[config.mk]
export PLATFORM = sky130hd
export DESIGN_NAME = i2f_pipe
export DESIGN_NICKNAME = d
export VERILOG_FILES = /design/src/rtl/i2f_pipe.sv
export SDC_FILE = /design/constraint.sdc
export NUM_CORES = 1
export LEC_CHECK = 0
export CAP_MARGIN = 20
export CELL_PAD_IN_SITES_DETAIL_PLACEMENT = 0
export CELL_PAD_IN_SITES_GLOBAL_PLACEMENT = 1
export CORE_UTILIZATION = 44
export DETAILED_ROUTE_END_ITERATION = 16
export PLACE_DENSITY_LB_ADDON = 0.1
export SYNTH_ARGS = -nofsm -noshare
export SYNTH_HDL_FRONTEND = slang
export SYNTH_SLANG_ARGS = --single-unit
[constraint.sdc]
create_clock -name clk -period 3.65 [get_ports clk]
set_input_delay 1.095 -clock clk [delete_from_list [all_inputs] [get_ports clk]]
set_output_delay 1.095 -clock clk [all_outputs]
set_load 0.05 [all_outputs]
[src/rtl/i2f_pipe.sv]
// i2f_pipe: three-stage pipelined int32 -> IEEE-754 single converter (cvt.s.w),
// round-to-nearest-even, with an inexact flag.
//
// Ports:
//   clk        rising-edge clock
//   clrn       asynchronous active-low reset
//   in_valid   operand on a is valid
//   in_ready   stage 1 can take an operand this cycle
//   a[31:0]    two's-complement operand
//   out_valid  d / p_lost hold a valid result
//   out_ready  downstream takes the result this cycle
//   d[31:0]    {sign, exp[7:0], frac[22:0]}
//   p_lost     result is inexact
//
// Stage | contents
//   S1  | sign, magnitude, zero flag
//   S2  | normalized mantissa, biased exponent
//   S3  | rounded, packed result (drives d / p_lost)
module i2f_pipe (
  input  logic        clk,
  input  logic        clrn,
  input  logic        in_valid,
  output logic        in_ready,
  input  logic [31:0] a,
  output logic        out_valid,
  input  logic        out_ready,
  output logic [31:0] d,
  output logic        p_lost
);

  logic        v1_q, v1_d, v2_q, v2_d, v3_q, v3_d;
  logic        ready1, ready2, ready3;

  logic        sign1_q, sign1_d;
  logic [31:0] mag1_q, mag1_d;
  logic        zero1_q, zero1_d;

  logic        sign2_q, sign2_d;
  logic [31:0] m2_q, m2_d;
  logic [7:0]  exp2_q, exp2_d;

  logic [31:0] d_q, d_d;
  logic        p_lost_q, p_lost_d;

  // Position of the highest set bit, expressed as leading-zero count.
  function automatic logic [4:0] count_lz(input logic [31:0] x);
    logic [4:0] n;
    n = 5'd0;
    for (int i = 0; i < 32; i++) begin
      if (x[i]) n = 5'(31 - i);
    end
    return n;
  endfunction

  // Handshake: a stage can take new data when empty or when it is emptying.
  always_comb begin
    ready3 = ~v3_q | out_ready;
    ready2 = ~v2_q | ready3;
    ready1 = ~v1_q | ready2;
    v1_d   = ready1 ? in_valid : v1_q;
    v2_d   = ready2 ? v1_q     : v2_q;
    v3_d   = ready3 ? v2_q     : v3_q;
  end

  // S1: sign / magnitude. -0x80000000 wraps back to 0x80000000, which is
  // exactly the unsigned magnitude wanted.
  always_comb begin
    sign1_d = sign1_q;
    mag1_d  = mag1_q;
    zero1_d = zero1_q;
    if (ready1 && in_valid) begin
      sign1_d = a[31];
      mag1_d  = a[31] ? (~a + 32'd1) : a;
      zero1_d = (a == 32'd0);
    end
  end

  // S2: normalize so the leading one sits at bit 31.
  logic [4:0]  lzc;
  always_comb begin
    lzc     = count_lz(mag1_q);
    sign2_d = sign2_q;
    m2_d    = m2_q;
    exp2_d  = exp2_q;
    if (ready2 && v1_q) begin
      sign2_d = sign1_q;
      m2_d    = mag1_q << lzc;
      exp2_d  = zero1_q ? 8'd0 : (8'd158 - {3'd0, lzc});
    end
  end

  // S3: round to nearest even and pack. After normalization bit 31 of the
  // mantissa is clear only for a zero operand, so it doubles as the zero flag.
  logic        rnd_zero;
  logic [22:0] frac, frac_r;
  logic        lsb, g, s, inc, carry;
  logic [7:0]  exp_r;
  always_comb begin
    rnd_zero        = ~m2_q[31];
    frac            = m2_q[30:8];
    lsb             = m2_q[8];
    g               = m2_q[7];
    s               = |m2_q[6:0];
    inc             = g & (s | lsb);
    {carry, frac_r} = {1'b0, frac} + {23'd0, inc};
    // On carry frac_r has already wrapped to zero.
    exp_r           = carry ? (exp2_q + 8'd1) : exp2_q;
    d_d             = d_q;
    p_lost_d        = p_lost_q;
    if (ready3 && v2_q) begin
      d_d      = rnd_zero ? 32'd0 : {sign2_q, exp_r, frac_r};
      p_lost_d = rnd_zero ? 1'b0  : (g | s);
    end
  end

  always_ff @(posedge clk or negedge clrn) begin
    if (!clrn) begin
      v1_q     <= 1'b0;
      v2_q     <= 1'b0;
      v3_q     <= 1'b0;
      sign1_q  <= 1'b0;
      mag1_q   <= 32'd0;
      zero1_q  <= 1'b0;
      sign2_q  <= 1'b0;
      m2_q     <= 32'd0;
      exp2_q   <= 8'd0;
      d_q      <= 32'd0;
      p_lost_q <= 1'b0;
    end else begin
      v1_q     <= v1_d;
      v2_q     <= v2_d;
      v3_q     <= v3_d;
      sign1_q  <= sign1_d;
      mag1_q   <= mag1_d;
      zero1_q  <= zero1_d;
      sign2_q  <= sign2_d;
      m2_q     <= m2_d;
      exp2_q   <= exp2_d;
      d_q      <= d_d;
      p_lost_q <= p_lost_d;
    end
  end

  assign in_ready  = ready1;
  assign out_valid = v3_q;
  assign d         = d_q;
  assign p_lost    = p_lost_q;

endmodule

==> results of run 1 <==
## cells by family after synthesis
group	synth area share (%)
AND/OR/NAND/NOR	20.6
AO/OA/AOI/OAI	19.6
flip-flops	38.4
buffers and inverters	3.56
multiplexers	9.74
XOR/XNOR	7.26
adder cells (fa/ha/maj)	0.864
## final timing paths
kind | to | cells after the start
worst max-delay path | mag1_q[30] | 12
max in group asynchronous | mag1_q[3] | 2
worst min register to register | d[3] | 2
worst min-delay path | d[3] | 2
min in group asynchronous | d[26] | 1
worst max register to register | m2_q[25] | 10
## layer usage
metal  up-vias  part of all wire, %  GRT usage, %
met4         0                  2.7          10.4
met3        32                  2.9          2.87
met1      3080                   45          31.7
li1       3236                    -             -
met5         -                    0             0
met2       137                   50          43.9
## power groups by stage
stage | sequential (W) | combinational, W | clock (W)
finish | 0.00200 | 0.00279 | 0.00100
global route | 0.00207 | 0.00303 | 0.00108
CTS | 0.00200 | 0.00280 | 0.00104
detailed placement | 0.00203 | 0.00279 | 0
global placement | 0.00201 | 0.00277 | 0
floorplan | 0.00242 | 0.00137 | 0
## sequential cells by signal, summed over array words and instances, names as in the netlist
signal     cells
exp2_q         8
sign2_q        1
d             32
m2_q          32
v1_q           1
out_valid      1
mag1_q        32
sign1_q        1
p_lost         1
zero1_q        1
v2_q           1
## critical path, stage by stage
cell,delay (ps)
buf_12,110
inv_12,50
ha_4,130
or4b_4,460
or4_4,460
nand2b_4,160
nand2b_4,140
or4_4,430
or3_4,370
o31ai_4,230
xor2_1,170
o21ai_1,80
## repair_timing
action                                  in CTS  in global routing
cloned                                       0                  0
pin swaps                                    9                  0
gates resized for setup                     23                  6
endpoints found under the setup margin      11                  2
buffers inserted                             5                  0
## cell usage in the layout, fill, tap and decap left out, drive strengths merged, types with 10 or more instances in the layout
cell type / n
xor2: 50
nor2: 44
o31ai: 17
a21oi: 22
nand4: 11
and3: 12
a22oi: 12
nor4: 14
or4: 10
nand3: 20
xnor2: 10
inv: 16
buf: 74
nand2b: 11
mux2i: 48
dfrtp: 111
nand2: 147
nor3: 19
clkdlybuf4s50: 60
clkbuf: 11
mux2: 14
a22o: 12
o21ai: 106
## area by class of cell
class	count	area, µm²	share of cell area, %
Clock buffer	10	239	2.68
Clock inverter	6	61.3	0.688
Inverter	13	63.8	0.716
Multi-Input combinational cell	663	4240	47.6
Sequential cell	111	2780	31.2
Tap cell	216	270	3.03
Timing Repair Buffer	140	1260	14.1
## metrics by stage
stage / TNS [ps] / utilization [%] / std cells / hold WS, ps / worst slack, ps
after floorplan: -439 / - / 841 / 433 / -273
after global placement: -8510 / 53.5 / 1138 / 460 / -1000
after detailed placement: -9680 / 53.5 / 1138 / 469 / -1060
after CTS: 0 / 55.6 / 1159 / 486 / 8.95
after global routing: -85.8 / 55.7 / 1159 / 503 / -75.5
final: 0 / 55.7 / 1159 / 477 / 9.95
==> results.json, run 1 <==
{
  "status": "finished clean",
  "drive_gt1_share_pct": 13.6,
  "power_density_nw_per_um2": 650,
  "synth-seq-area-share_pct": 38.4,
  "die_w_um": 130,
  "synth_most_common_cell": "nand2_1",
  "dpl-instance-area_um2": 8560,
  "root_buffer": "clkbuf_16",
  "synth_common_cells": "146 x nand2_1, 111 x dfrtp_1, 63 x o21ai_0",
  "wirelength_mm": 20.1,
  "min_path_type": "register to register",
  "end_kind": "register",
  "clkPwrFrac_pct": 17.3,
  "synth_top_area_share_pct": 38.4,
  "cts_hold_buffers": 0,
  "syn_area_per_cell_um2": 8.61,
  "relSlewSlack_pct": 53.6,
  "min_from": "d[3]",
  "worstPathRequired_ps": 3910,
  "cts_max_path_buffers": 2,
  "syn_to_final_growth_pct": 23.1,
  "grt_pass1_wl_mm": 33.0,
  "cts-buffers-inserted": 9,
  "clkSinkCount": 111,
  "start_kind": "primary input",
  "setup_viol": 0,
  "synthTopCellsByArea": "dfrtp_1 38%, nand2_1 7.6%, mux2i_1 6.6%",
  "firstDrtPassIters": 5,
  "rows": 46,
  "first_iter_violations": 382,
  "design_area_um2": 8920,
  "dp_hpwl_mm": 15.5,
  "route.vias.total": 6485,
  "via_per_inst": 5.60,
  "p_leak_nw": 3.82,
  "p_comb_share_pct": 48.1,
  "fin_nets": 979,
  "fin_crit_sh_pct": 99.7,
  "synth_cell_types": 68,
  "netSwitchingFraction_pct": 44.5,
  "reg2reg_slack_ps": 400,
  "hold_viol": 0,
  "p_total_w": 0.00579,
  "critPathLaunch": "a[0]",
  "clk_latency_ps": 370,
  "critPathKind": "primary input to register",
  "n_fill_cell": 1514,
  "start_util_pct": 45.3,
  "cp_max_fo": 3,
  "io_buffer_count": 70,
  "synth_area_um2": 7240,
  "intPower_w": 0.00321,
  "switching_power_w": 0.00258,
  "overflow": 0,
  "synthArstFlopShare_pct": 100,
  "synthCells": 841,
  "htreeDepth": 3,
  "synth_ff_type": "dfrtp_1",
  "tightest_slew_ps": 696,
  "max-cap-violations": 0,
  "ys_warn_count": 0,
  "synth_edf_count": 0,
  "synth_seq_cells": 111,
  "synth_area_leader_cell": "dfrtp_1",
  "antenna_found_initial": 0,
  "clkTransAtPathRegs_ps": 80,
  "die_area_um2": 17000,
  "coreArea_um2": 16000,
  "rsz0062_at_grt": "yes",
  "die_y_um": 130,
  "drcViolationCount": 0,
  "diodes": 0,
  "routedWlPerCell_um": 17.3,
  "timing.rr.start": "mag1_q[7]",
  "power_frac_seq_pct": 34.6,
  "fin_crit_ps": 3640,
  "grt_pass1_vias": 6274,
  "syn-num-nets": 882,
  "gp_congestion": 0.878,
  "io_pins": 71,
  "grt_max_degree": 68,
  "fin_worst_skew_ps": 10.7,
  "fmax_ghz": 0.275,
  "ant_nets": 0,
  "vdd_drop_max_uv": 310,
  "drv_slew": 0,
  "cts_tree": "done",
  "grt.total_usage_pct": 25.2,
  "arrival_ps": 3900
}
Power figures use the tool's default switching activity.
==> inputs of run 2 (changes only) <==
--- a/config.mk
+++ b/config.mk
@@ -5,11 +5,13 @@
 export SDC_FILE = /design/constraint.sdc
 export NUM_CORES = 1
 export LEC_CHECK = 0
+export ABC_CLOCK_PERIOD_IN_PS = 3650
 export CAP_MARGIN = 20
 export CELL_PAD_IN_SITES_DETAIL_PLACEMENT = 0
 export CELL_PAD_IN_SITES_GLOBAL_PLACEMENT = 1
 export CORE_UTILIZATION = 44
 export DETAILED_ROUTE_END_ITERATION = 16
+export HOLD_SLACK_MARGIN = 0.15
 export PLACE_DENSITY_LB_ADDON = 0.1
 export SYNTH_ARGS = -nofsm -noshare
 export SYNTH_HDL_FRONTEND = slang
==> results of run 2 <==
The final DEF is identical to that of run 1; final timing and power are the same.
